==> src/rtl/terminal_fifo_bank_if.sv <==
// rtl/terminal_fifo_bank_if.sv - push/pop/status bundle between the terminal agents and the FIFO bank
interface terminal_fifo_bank_if #(
    parameter int CHANNELS  = 8,
    parameter int PCKG_SZ   = 20,
    parameter int DEPTH     = 4,
    parameter int OVF_CNT_W = 8
);
    localparam int CNT_W = $clog2(DEPTH + 1);

    logic [CHANNELS-1:0]           push;
    logic [CHANNELS*PCKG_SZ-1:0]   data_in;
    logic [CHANNELS-1:0]           ovwr_mode;
    logic [CHANNELS-1:0]           flush;
    logic [CHANNELS-1:0]           popin;
    logic                          ovf_clr;
    logic [CHANNELS-1:0]           pndng_i_in;
    logic [CHANNELS*PCKG_SZ-1:0]   data_out_i_in;
    logic [CHANNELS-1:0]           full;
    logic [CHANNELS*CNT_W-1:0]     count;
    logic [CHANNELS*OVF_CNT_W-1:0] ovf_cnt;

    modport master (
        output push, data_in, ovwr_mode, flush, popin, ovf_clr,
        input  pndng_i_in, data_out_i_in, full, count, ovf_cnt
    );

    modport slave (
        input  push, data_in, ovwr_mode, flush, popin, ovf_clr,
        output pndng_i_in, data_out_i_in, full, count, ovf_cnt
    );
endinterface

==> src/rtl/terminal_fifo_bank.sv <==
// rtl/terminal_fifo_bank.sv - per-terminal FWFT input FIFOs with drop/overwrite policy and overflow counters
module terminal_fifo_bank #(
    parameter int CHANNELS  = 8,
    parameter int PCKG_SZ   = 20,
    parameter int DEPTH     = 4,
    parameter int OVF_CNT_W = 8
) (
    input logic                   clk,
    input logic                   reset,
    terminal_fifo_bank_if.slave   bus
);
    localparam int CNT_W = $clog2(DEPTH + 1);
    localparam int PW    = (DEPTH > 1) ? $clog2(DEPTH) : 1;

    function automatic logic [PW-1:0] nxt(input logic [PW-1:0] p);
        return (p == PW'(DEPTH - 1)) ? '0 : p + 1'b1;
    endfunction

    for (genvar c = 0; c < CHANNELS; c++) begin : g_ch
        logic [PCKG_SZ-1:0]   mem [DEPTH];
        logic [PW-1:0]        rd_ptr, wr_ptr;
        logic [CNT_W-1:0]     cnt;
        logic [OVF_CNT_W-1:0] ovf;
        logic                 is_empty, is_full, wr_en, rd_en, ovf_inc;

        // A full push without a pop either loses the new word or evicts the head.
        always_comb begin
            is_empty = (cnt == '0);
            is_full  = (cnt == CNT_W'(DEPTH));
            wr_en    = !bus.flush[c] && bus.push[c] &&
                       (!is_full || bus.popin[c] || bus.ovwr_mode[c]);
            rd_en    = !bus.flush[c] && !is_empty &&
                       (bus.popin[c] || (bus.push[c] && is_full && bus.ovwr_mode[c]));
            ovf_inc  = !bus.flush[c] && bus.push[c] && is_full && !bus.popin[c];
        end

        always_ff @(posedge clk) begin
            if (wr_en) mem[wr_ptr] <= bus.data_in[c*PCKG_SZ +: PCKG_SZ];
        end

        always_ff @(posedge clk or negedge reset) begin
            if (!reset) begin
                rd_ptr <= '0;
                wr_ptr <= '0;
                cnt    <= '0;
                ovf    <= '0;
            end else begin
                if (bus.ovf_clr)                 ovf <= '0;
                else if (ovf_inc && ovf != '1)   ovf <= ovf + 1'b1;

                if (bus.flush[c]) begin
                    rd_ptr <= '0;
                    wr_ptr <= '0;
                    cnt    <= '0;
                end else begin
                    if (wr_en) wr_ptr <= nxt(wr_ptr);
                    if (rd_en) rd_ptr <= nxt(rd_ptr);
                    case ({wr_en, rd_en})
                        2'b10:   cnt <= cnt + 1'b1;
                        2'b01:   cnt <= cnt - 1'b1;
                        default: cnt <= cnt;
                    endcase
                end
            end
        end

        assign bus.pndng_i_in[c]                         = !is_empty;
        assign bus.full[c]                               = is_full;
        assign bus.count[c*CNT_W +: CNT_W]               = cnt;
        assign bus.ovf_cnt[c*OVF_CNT_W +: OVF_CNT_W]     = ovf;
        assign bus.data_out_i_in[c*PCKG_SZ +: PCKG_SZ]   = is_empty ? '0 : mem[rd_ptr];
    end
endmodule

==> src/flat_wrapper.sv <==
// flat-port wrapper written by rule: the top's interface ports become plain ports
module terminal_fifo_bank_flat 
#(
    parameter int CHANNELS  = 8,
    parameter int PCKG_SZ   = 20,
    parameter int DEPTH     = 4,
    parameter int OVF_CNT_W = 8
)
  (clk, reset, bus_push, bus_data_in, bus_ovwr_mode, bus_flush, bus_popin, bus_ovf_clr, bus_pndng_i_in, bus_data_out_i_in, bus_full, bus_count, bus_ovf_cnt);
  terminal_fifo_bank_if #(.CHANNELS(CHANNELS), .PCKG_SZ(PCKG_SZ), .DEPTH(DEPTH), .OVF_CNT_W(OVF_CNT_W)) bus_i ();
  input logic clk;
  input logic reset;
  input wire logic [$bits(bus_i.push)-1:0] bus_push;
  input wire logic [$bits(bus_i.data_in)-1:0] bus_data_in;
  input wire logic [$bits(bus_i.ovwr_mode)-1:0] bus_ovwr_mode;
  input wire logic [$bits(bus_i.flush)-1:0] bus_flush;
  input wire logic [$bits(bus_i.popin)-1:0] bus_popin;
  input wire logic [$bits(bus_i.ovf_clr)-1:0] bus_ovf_clr;
  output wire logic [$bits(bus_i.pndng_i_in)-1:0] bus_pndng_i_in;
  output wire logic [$bits(bus_i.data_out_i_in)-1:0] bus_data_out_i_in;
  output wire logic [$bits(bus_i.full)-1:0] bus_full;
  output wire logic [$bits(bus_i.count)-1:0] bus_count;
  output wire logic [$bits(bus_i.ovf_cnt)-1:0] bus_ovf_cnt;
  assign bus_i.push = bus_push;
  assign bus_i.data_in = bus_data_in;
  assign bus_i.ovwr_mode = bus_ovwr_mode;
  assign bus_i.flush = bus_flush;
  assign bus_i.popin = bus_popin;
  assign bus_i.ovf_clr = bus_ovf_clr;
  assign bus_pndng_i_in = bus_i.pndng_i_in;
  assign bus_data_out_i_in = bus_i.data_out_i_in;
  assign bus_full = bus_i.full;
  assign bus_count = bus_i.count;
  assign bus_ovf_cnt = bus_i.ovf_cnt;
  terminal_fifo_bank #(.CHANNELS(CHANNELS), .PCKG_SZ(PCKG_SZ), .DEPTH(DEPTH), .OVF_CNT_W(OVF_CNT_W)) u_core (.clk(clk), .reset(reset), .bus(bus_i));
endmodule
==> config.mk <==
export PLATFORM = sky130hd
export DESIGN_NAME = terminal_fifo_bank_flat
export DESIGN_NICKNAME = d
export VERILOG_FILES = /design/src/rtl/terminal_fifo_bank_if.sv /design/src/rtl/terminal_fifo_bank.sv /design/src/flat_wrapper.sv
export SDC_FILE = /design/constraint.sdc
export NUM_CORES = 1
export LEC_CHECK = 0
export BUFFER_PORTS_ARGS = -buffer_cell sky130_fd_sc_hd__clkbuf_2
export CAP_MARGIN = 5
export CORE_MARGIN = 2
export CORE_UTILIZATION = 59
export CTS_BUF_LIST = sky130_fd_sc_hd__clkbuf_8
export CTS_CLUSTER_DIAMETER = 60
export DETAILED_ROUTE_END_ITERATION = 12
export PLACE_DENSITY_LB_ADDON = 0.25
export SLEW_MARGIN = 15
export SYNTH_ARGS = -nofsm -noshare
export SYNTH_HDL_FRONTEND = slang
export SYNTH_SLANG_ARGS = --single-unit
==> constraint.sdc <==
create_clock -name clk -period 3.1 [get_ports clk]
set_input_delay 0.62 -clock clk [delete_from_list [all_inputs] [get_ports clk]]
set_output_delay 0.62 -clock clk [all_outputs]
set_load 0.005 [all_outputs]
After elaboration in Yosys (flattened, before gate mapping)
Memory sizes are Yosys's and may differ from the RTL's.
Cells that the tools add are included.
Operators by class
  add/subtract/negate cells: 40
  mux-type cells: 104
  reduce and logical (&&, ||, !) cells: 168
  equal/unequal tests: 48
Operators with widths (count)
  20-bit 2-to-1 mux: 8
  8-bit 2-to-1 mux: 16
  2-bit 2-to-1 mux: 48
  1-bit logical AND: 72
  8-bit by 1-bit adder with 8-bit output, second input constant: 8
  8-bit != test, second input constant: 8
  2-bit equality test, second input constant: 24
  3-bit one-hot mux with 2 select lines: 8
  2-bit nonzero test: 24
  2-bit by 1-bit adder with 2-bit output, second input constant: 16
  1-bit logical NOT: 32
  3-bit by 1-bit adder with 3-bit output, second input constant: 8
  3-bit equality test, second input constant: 8
  3-bit logical NOT: 8
  1-bit logical OR: 24
  3-bit 2-to-1 mux: 8
  3-bit nonzero test: 8
  3-bit by 1-bit subtractor with 3-bit output, second input constant: 8
  2-bit by 1-bit equality test with 1-bit output, second input constant: 8
  1-bit 2-to-1 mux: 16
Word-level totals
  memories: 8
  bits in writable memories: 640
  input bits: 195
  register bits after elaboration: 120
  word-level logic and storage cells: 400
Memories
  u_core.g_ch[0].mem: words 4, bits a word 20, read ports 1, clocked after Yosys merged registers in 0, write ports 1, line terminal_fifo_bank.sv:20  | logic [PCKG_SZ-1:0] mem [DEPTH];
  u_core.g_ch[1].mem: words 4, bits a word 20, read ports 1, clocked after Yosys merged registers in 0, write ports 1, line terminal_fifo_bank.sv:20
  u_core.g_ch[2].mem: words 4, bits a word 20, read ports 1, clocked after Yosys merged registers in 0, write ports 1, line terminal_fifo_bank.sv:20
  u_core.g_ch[3].mem: words 4, bits a word 20, read ports 1, clocked after Yosys merged registers in 0, write ports 1, line terminal_fifo_bank.sv:20
  u_core.g_ch[4].mem: words 4, bits a word 20, read ports 1, clocked after Yosys merged registers in 0, write ports 1, line terminal_fifo_bank.sv:20
  u_core.g_ch[5].mem: words 4, bits a word 20, read ports 1, clocked after Yosys merged registers in 0, write ports 1, line terminal_fifo_bank.sv:20
  2 more memories

Depth between registers and ports, before layout
Gate-level depths: netlist of run 1.
  depth after elaboration: 8
  gate-level depth with buffers: 10
  mapped depth without buffers: 8

Worst setup path before layout of run 1
No wires, ideal clock.
  path kind: input-to-reg
  from: in bus_push[4]
  to: reg u_core.g_ch[4].cnt[1]
  stages on the path: 8
  path buffers: 1
  library setup time: 135 ps
  path slack: 530 ps
  arrival time: 2435 ps
  cell sequence: clkbuf_1 > nor4bb_1 > o21ai_0 > nor3_1 > fa_1 > a32o_1 > a22oi_1 > a21oi_1
Between the ends
  cells in the longest elaborated chain, start to end: 7
  elaborated cells between the ends (all ways): 11
  classes of those cells: 2 x eq/ne; 2 x mux; 7 x reduce/logical
RTL lines
  from (decl): line flat_wrapper.sv:13  | input wire logic [$bits(bus_i.push)-1:0] bus_push;
  1-bit logical AND (2 in series): line terminal_fifo_bank.sv:33  | (bus.popin[c] || (bus.push[c] && is_full && bus.ovwr_mode[c]));
  1-bit logical OR: line terminal_fifo_bank.sv:33
  1-bit logical AND: line terminal_fifo_bank.sv:32  | rd_en = !bus.flush[c] && !is_empty &&
  2-bit by 1-bit equality test with 1-bit output or 2-bit equality test (tied branches): line terminal_fifo_bank.sv:58  | case ({wr_en, rd_en})
  3-bit one-hot mux with 2 select lines: line terminal_fifo_bank.sv:58
  3-bit 2-to-1 mux: line terminal_fifo_bank.sv:51  | if (bus.flush[c]) begin
  to (signal assigned): line terminal_fifo_bank.sv:59  | 2'b10: cnt <= cnt + 1'b1;
  to (signal assigned): line terminal_fifo_bank.sv:60  | 2'b01: cnt <= cnt - 1'b1;
  to (signal assigned): line terminal_fifo_bank.sv:61  | default: cnt <= cnt;
  to (decl): line terminal_fifo_bank.sv:22  | logic [CNT_W-1:0] cnt;
Parallel ways exist; a longest one is shown, timed or not.
A chain may end at the register's enable or synchronous reset.

Worst setup path after layout of run 1
  from: reg u_core.g_ch[5].cnt[1]
  to: out bus_data_out_i_in[118]
Between the ends
  cells in the longest elaborated chain, start to end: 2
RTL lines
  from (decl): line terminal_fifo_bank.sv:22
  from (signal assigned): line terminal_fifo_bank.sv:59
  from (signal assigned): line terminal_fifo_bank.sv:60
  from (signal assigned): line terminal_fifo_bank.sv:61
  3-bit logical NOT: line terminal_fifo_bank.sv:28  | is_empty = (cnt == '0);
  20-bit 2-to-1 mux: line terminal_fifo_bank.sv:71  | assign bus.data_out_i_in[c*PCKG_SZ +: PCKG_SZ] = is_empty ? '0 : mem[rd_ptr];
  to (decl): line flat_wrapper.sv:20  | output wire logic [$bits(bus_i.data_out_i_in)-1:0] bus_data_out_i_in;
Every way passes these cells.

==> results of run 1 <==
layout by cell type (no fill, tap or decap), types with 9 or more instances in the layout:
cell        n
nor2_1     66
clkbuf_2  456
mux4_2    160
and3_1      9
or3_1      27
or4_1      19
nand3_1    31
nand2b_1   18
edfxtp_1  640
o31ai_1    31
mux2i_1    17
o21a_1      9
clkbuf_8  124
dfrtp_1   117
o21ai_0    38
ha_1       48
nand2_1    52
inv_1      82
a21oi_1    69
buf_4      63
nor3_1     37
clkinv_1   26
nor2b_1    43
clkinv_2   18
nor4_1     10
mux2_2     12
and2_1    178
nor3b_1    12
power by group:
group          switching, uW  leakage [uW]  internal, uW
combinational           2520       0.00550          2430
sequential               367       0.00746         11500
clock                   3820       0.00130          4140
kinds of logic after synthesis:
group | after synthesis | synth area share, %
flops | 760 | 69.1
compound gates | 214 | 4.34
fa+ha+maj | 56 | 2.37
xor+xnor | 12 | 0.327
mux | 189 | 12.2
buf+inv | 136 | 1.81
simple gates | 542 | 9.87
layer usage:
layer	up-vias	GRT usage (%)	wire, um
li1	8626	-	-
met1	9792	32.7	27500
met2	724	41.6	35400
met3	127	6.49	5630
met4	2	9.03	1930
met5	-	0	13
area by class of cell:
class,count,share of cell area (%)
flip-flops and latches,760,58.7
multi-input cells,1013,24.7
repair buffers,530,7.77
clock buffers,124,4.51
well taps,696,2.30
clock inverters,95,1.50
inverters,45,0.446
diodes,2,0.0132
worst max-delay path: stages, from the launching register on:
cell	delay [ns]
dfrtp_1	0.51
or3_2	0.74
and2_1	0.28
clkbuf_2	0.12
synth_stat cells (6+ instances only):
master	n	area share, %
edfxtp_1	640	60
and2_1	178	3.5
mux4_2	160	11
dfrtp_1	120	9.3
a21oi_1	69	1.1
nor2_1	66	0.77
clkbuf_1	58	0.68
nand2_1	52	0.61
ha_1	48	1.9
inv_1	45	0.53
nor2b_1	43	0.84
nor3_1	38	0.59
o21ai_0	38	0.59
nand3_1	31	0.48
o31ai_1	31	0.72
or3_1	28	0.54
buf_2	19	0.30
or4_1	19	0.44
nand2b_1	18	0.35
mux2i_1	17	0.53
mux2_2	12	0.42
nor3b_1	12	0.28
nor4_1	10	0.19
and3_1	9	0.18
o21a_1	9	0.21
a211oi_1	8	0.19
buf_4	8	0.19
fa_1	8	0.50
nor4bb_1	7	0.22
xnor2_1	6	0.16
xor2_1	6	0.16
through the flow:
step	worst slack, ns	area, um^2	total power (uW)	hold slack [ns]	instances
after global placement	0.393	35500	16900	0.539	3037
after floorplan	0.530	32100	14900	0.324	1909
after detailed placement	0.371	35500	17000	0.564	3037
after global routing	0.0257	37800	25900	0.0829	3265
final	0.110	37800	24800	0.104	3265
after CTS	0.0273	37800	25000	0.0443	3257
path summary, 6_finish.rpt:
path	start	slack, ns	cells after the start	endpoint
setup / recovery	u_core.g_ch[5].cnt[1]$_DFFE_PN0P_	0.11	3	bus_data_out_i_in[118]
hold / removal	bus_data_in[151]	0.10	1	u_core.g_ch[7].mem[1][11]$_DFFE_PP_
setup reg to reg	u_core.g_ch[7].cnt[2]$_DFFE_PN0P_	0.47	8	u_core.g_ch[7].cnt[1]$_DFFE_PN0P_
hold reg to reg	u_core.g_ch[5].ovf[7]$_DFFE_PN0P_	0.57	2	u_core.g_ch[5].ovf[7]$_DFFE_PN0P_
max in group asynchronous	reset	1.80	3	u_core.g_ch[3].rd_ptr[0]$_DFFE_PN0P_
min in group asynchronous	reset	0.49	2	u_core.g_ch[4].cnt[1]$_DFFE_PN0P_
sequential cells by signal, indices dropped and copies added, names as in the netlist:
signal              flops
u_core.g_ch.rd_ptr     16
u_core.g_ch.wr_ptr     16
u_core.g_ch.ovf        64
u_core.g_ch.mem       640
u_core.g_ch.cnt        24
what timing repair did:
item                       in CTS  in global routing
buffers inserted                0                  6
hold buffers                    1                  0
setup endpoints to repair      33                 21
hold endpoints to repair       60                  0
resized for setup               3                  2
==> summary.md, run 1 <==
| Metric | Value |
|---|---|
| Critical path class | reg2out |
| Grt total ovfl | 0 |
| First-pass GRT wire length | 109 mm |
| Critical path required time | 2.48 ns |
| Post-DR wirelength/cell | 21.6 um |
| Register Area | 22200 um^2 |
| Vias per cell | 5.90 |
| Layout Utilization | 70.3% |
| Measured slew at the worst slew-check pin | 1.10 ns |
| F_max | 0.334 GHz |
| Top Ports | 459 |
| Synthesis Warnings | 0 |
| Clk pin slew, worst setup/hold paths | 0.08 ns |
| Final hold violation count | 0 |
| Hold Path Class | in2reg |
| Syn Area/Cell | 16.8 um^2 |
| Crit path capture type | primary output |
| Routed WL | 70.5 mm |
| Area delta synth->final | 17.7% |
| Die Footprint | 56400 um^2 |
| Fill count | 3439 |
| Status | finished clean |
| Fin. max-slew vios | 0 |
| Rows | 85 |
| CTS tree | done |
| Vias in the first global route | 19697 |
| Count of nets after finishing | 2719 |
| Final worst path period share | 96.4% |
| Core area | 53800 um^2 |
| Multi-input logic area | 9360 um^2 |
| Tot GR Track Use | 25.2% |
| Max-cap violations | 0 |
| Routability cong. | 0.893 |
| Via count | 19271 |
| Synthesized cell area | 32100 um^2 |
| Die X-Extent | 237 um |
| Sink Count | 760 |
| Worst VDD drop | 0.585 mV |
| Seq/Total Area, Yosys | 69.1% |
| CP Max Fanout | 23 |
| Clk_skew | 0.0237 ns |
| Die H | 237 um |
| Post-detail-place hpwl | 47.4 mm |
| Net count after synthesis | 2160 |
| Initial Utilization | 59.7% |
| DR iter-0 viols | 1397 |
| Syn Inst Count | 1909 |
| Worst path arrival time | 2.37 ns |
| CP Launch Type | flip-flop |
| # port buffers | 458 |
| Clk Latency, worst-skew pair | 0.72 ns |
| Post-synth ARST share | 15.8% |
| Register bit total from synthesis | 760 |
| Setup-failing EPs final | 0 |
| Leak pwr | 0.0143 uW |
| Initial antenna violation count | 3 |
| Initial DRT Pass Iterations | 5 |
| PwrDens | 655 nW/um^2 |
| Final ANT Viol Nets | 0 |
| Top_reg_cell synth | edfxtp_1 |
| Layout cell share with drive strength beyond 1 | 34.4% |
| Synth unique cells | 78 |
| CTS H-Tree Depth | 3 |
| Clock Tree Buf Depth | 3 |
| Slew margin rel. | 26.7% |
| Setup TNS | 0 ns |
| Clk root buf | clkbuf_8 |
| Largest net degree at the start of global routing | 83 |
| Min Clock Period, post-route | 2.99 ns |
| CTS Buf Count | 118 |
| Post-synth EDFFs | 640 |
| Post-route DRC | 0 |
| RSZ-0062 raised after global routing | no |
(Power assumes the default switching activity.)
==> run 2: changes to the inputs <==
--- a/config.mk
+++ b/config.mk
@@ -7,8 +7,10 @@
 export LEC_CHECK = 0
 export BUFFER_PORTS_ARGS = -buffer_cell sky130_fd_sc_hd__clkbuf_2
 export CAP_MARGIN = 5
+export CELL_PAD_IN_SITES_DETAIL_PLACEMENT = 1
+export CELL_PAD_IN_SITES_GLOBAL_PLACEMENT = 1
 export CORE_MARGIN = 2
-export CORE_UTILIZATION = 59
+export CORE_UTILIZATION = 50
 export CTS_BUF_LIST = sky130_fd_sc_hd__clkbuf_8
 export CTS_CLUSTER_DIAMETER = 60
 export DETAILED_ROUTE_END_ITERATION = 12
==> run 2 against run 1 <==
  * Via count up 0.11%
  * Clock skew up 0.019 ns
  * Combinational power up 3%
  * Worst hold slack worse by 0.016 ns
  * Design area up 0.32%
  * Cell count up 4.5%
  * Register-to-register slack worse by 0.07 ns
  * Count of clock-buffer cells in the layout up 11
  * Maximum frequency up 2.4%
  * Global-route usage down 1.0 points
  * Worst setup slack better by 0.071 ns
  * Largest cell class unchanged
==> summary.md, run 2 (synthesis gave the netlist of run 1 again) <==
| Metric | Value |
|---|---|
| Sink Count | 760 (unchanged) |
| Worst VDD drop | 0.473 mV (was 0.585 mV) |
| Final hold violation count | 0 (unchanged) |
| Post-DR wirelength/cell | 23.3 um (was 21.6 um) |
| Hold Path Class | in2reg (unchanged) |
| Final ANT Viol Nets | 0 (unchanged) |
| Die X-Extent | 258 um (was 237 um) |
| Post-DP Area | 35600 um^2 (was 35500 um^2) |
| Layout cell share with drive strength beyond 1 | 34.2% (was 34.4%) |
| Clock Tree Buf Depth | 3 (unchanged) |
| CTS H-Tree Depth | 3 (unchanged) |
| Critical-path cell list | buf_4 -> mux4_2 -> nor2b_1 -> clkbuf_2 (was or3_2 -> and2_1 -> clkbuf_2) |
| Rows | 92 (was 85) |
| Setup-failing EPs final | 0 (unchanged) |
| Routed WL | 79.6 mm (was 70.5 mm) |
| Die H | 258 um (was 237 um) |
| Critical Path Source | u_core.g_ch[6].rd_ptr[0]$_DFFE_PN0P_ (was u_core.g_ch[5].cnt[1]$_DFFE_PN0P_) |
| PwrDens | 658 nW/um^2 (was 655 nW/um^2) |
| Via count | 19292 (was 19271) |
| Most frequent cells in the layout | 640 x edfxtp_1, 456 x clkbuf_2, 178 x and2_1 (unchanged) |
| Vias per cell | 5.65 (was 5.90) |
| Met1 Use GR | 29.3% (was 32.7%) |
| Net load switching power | 6930 uW (was 6710 uW) |
| Layout Cell Area excl Fill | 38000 um^2 (was 37800 um^2) |
| Vias in the first global route | 21079 (was 19697) |
| Critical-path top delay cell | mux4_2 (was or3_2) |
| CP Launch Type | flip-flop (unchanged) |
| DR iter-0 viols | 1177 (was 1397) |
| Routability cong. | 0.836 (was 0.893) |
| Post-detail-place hpwl | 54.0 mm (was 47.4 mm) |
| Leak pwr | 0.0143 uW (about the same) |
| Fill count | 5969 (was 3439) |
| Worst path arrival time | 2.30 ns (was 2.37 ns) |
| R2R Setup Slk | 0.40 ns (was 0.47 ns) |
| Hold path start | bus_data_in[23] (was bus_data_in[151]) |
| Clk_skew | 0.0429 ns (was 0.0237 ns) |
| Tot GR Track Use | 24.1% (was 25.2%) |
| Reg2Reg Depth | 7 (was 8) |
| Crit path capture type | primary output (unchanged) |
| Clk Latency, worst-skew pair | 0.75 ns (was 0.72 ns) |
| Critical path required time | 2.48 ns (about the same) |
| Max-cap violations | 0 (unchanged) |
| Core area | 63300 um^2 (was 53800 um^2) |
| Initial Utilization | 50.8% (was 59.7%) |
| Final worst path period share | 94.1% (was 96.4%) |
| Area delta synth->final | 18.1% (was 17.7%) |
| Die Footprint | 66300 um^2 (was 56400 um^2) |
| Met3 usage | 6.41% (was 6.49%) |
| Count of nets after finishing | 2712 (was 2719) |
| Switch share | 27.7% (was 27.1%) |
| Grt total ovfl | 0 (unchanged) |
| Part of the power in the clock network | 32.3% (was 32.1%) |
| Clk pin slew, worst setup/hold paths | 0.06 ns (was 0.08 ns) |
| Initial DRT Pass Iterations | 5 (unchanged) |
| Regs by FF count | u_core.g_ch.mem x640, u_core.g_ch.ovf x64, u_core.g_ch.cnt x24 (unchanged) |
| Status | finished clean (unchanged) |
| Max reg flops | 640 (unchanged) |
| Slew margin rel. | 24.5% (was 26.7%) |
| F_max | 0.343 GHz (was 0.334 GHz) |
| CTS tree | done (unchanged) |
| Critical path class | reg2out (unchanged) |
| Min Clock Period, post-route | 2.92 ns (was 2.99 ns) |
| Fin. max-slew vios | 0 (unchanged) |
| P_int | 18100 uW (about the same) |
| M2 GR Usage | 40.4% (was 41.6%) |
| RSZ-0062 raised after global routing | no (unchanged) |
| Reg2reg start | u_core.g_ch[4].cnt[1]$_DFFE_PN0P_ (was u_core.g_ch[7].cnt[2]$_DFFE_PN0P_) |
| Flop pwr share | 47.3% (was 47.9%) |
| First-pass GRT wire length | 123 mm (was 109 mm) |
| Largest net degree at the start of global routing | 76 (was 83) |
| Setup TNS | 0 ns (unchanged) |
| Busiest grt layer | met2 (unchanged) |
| Measured slew at the worst slew-check pin | 1.13 ns (was 1.10 ns) |
| Reg-to-Reg End | u_core.g_ch[4].cnt[1]$_DFFE_PN0P_ (was u_core.g_ch[7].cnt[1]$_DFFE_PN0P_) |
| Hold Path Stages | 1 (unchanged) |
| CTS Buf Count | 116 (was 118) |
| Comb pwr share | 20.3% (was 20.0%) |
| Clk root buf | clkbuf_8 (unchanged) |
| Most common cell after layout, fill and taps aside | edfxtp_1 (unchanged) |
| # port buffers | 458 (unchanged) |
| CP Max Fanout | 23 (unchanged) |
| Top Ports | 459 (unchanged) |
| Initial antenna violation count | 8 (was 3) |
| CP max stage delay | 0.57 ns (was 0.74 ns) |
| Reg with most FFs | u_core.g_ch.mem (unchanged) |
| Hold endpoint | u_core.g_ch[1].mem[2][3]$_DFFE_PP_ (was u_core.g_ch[7].mem[1][11]$_DFFE_PP_) |
| Post-route DRC | 0 (unchanged) |
run 2: changes by cell type in the layout (fill, tap and decap cells not counted), moves of 4 or more:
cell / delta
buf_12: -6
buf_6: +4
clkbuf_8: +11
clkinv_1: -11
clkinv_2: -6
diode_2: +5
inv_1: +8
run 2: area by class of cell:
type                    count  area (um^2)  share of cell area (%)
flip-flops and latches    760        22200                    58.5
multi-input cells        1013         9350                    24.6
repair buffers            525         2850                    7.50
clock buffers             135         1860                    4.89
well taps                 846         1060                    2.79
clock inverters            82          439                    1.16
inverters                  45          169                   0.445
diodes                      7         17.5                  0.0461
run 2: through the flow:
stage               util [%]  cells  hold slack (ns)  total power, uW  setup WS [ns]
floorplan                  -   1909            0.324            14900          0.530
global placement        56.3   3188            0.555            17000          0.330
detailed placement      56.3   3188            0.576            17200          0.177
CTS                     59.9   3406           0.0293            25300         0.0221
global route            60.0   3413           0.0374            26100         0.0106
finish                  60.0   3413           0.0881            25000          0.182
run 2: worst max-delay path: cells and delay by family (launching register included):
family | cells | cell delay [ns]
buffers and inverters | 2 | 0.51
flip-flops | 1 | 0.32
multiplexers | 1 | 0.57
AND/OR/NAND/NOR | 1 | 0.17
run 2: power by group through the flow:
stage	registers, uW	clock network [uW]	logic (uW)
final	11800	8080	5080
after global placement	12000	0	4990
after global routing	11900	8670	5550
after detailed placement	12000	0	5140
after floorplan	11900	0	2980
after CTS	11800	8270	5190
run 2: worst max path at each step:
stage,endpoint,slack [ns],cells after the start
6_report,bus_data_out_i_in[137],0.18,4
5_1_grt,bus_data_out_i_in[137],0.01,4
4_1_cts,bus_data_out_i_in[8],0.02,4
3_5_place_dp,u_core.g_ch[4].cnt[1]$_DFFE_PN0P_,0.18,8
2_1_floorplan,u_core.g_ch[4].cnt[1]$_DFFE_PN0P_,0.53,8
3_3_place_gp,u_core.g_ch[4].cnt[1]$_DFFE_PN0P_,0.33,8
run 2: layer usage:
layer,vias to the layer above,part of all wire (%)
li1,8604,-
met1,9900,39
met2,610,51
met3,176,6.5
met4,2,4.3
met5,-,0.016
run 2: what timing repair did:
action,4_1_cts,5_1_grt
setup buffers,0,0
hold buffers,1,0
hold endpoints to repair,45,0
resized for setup,1,5
endpoints found under the setup margin,17,30
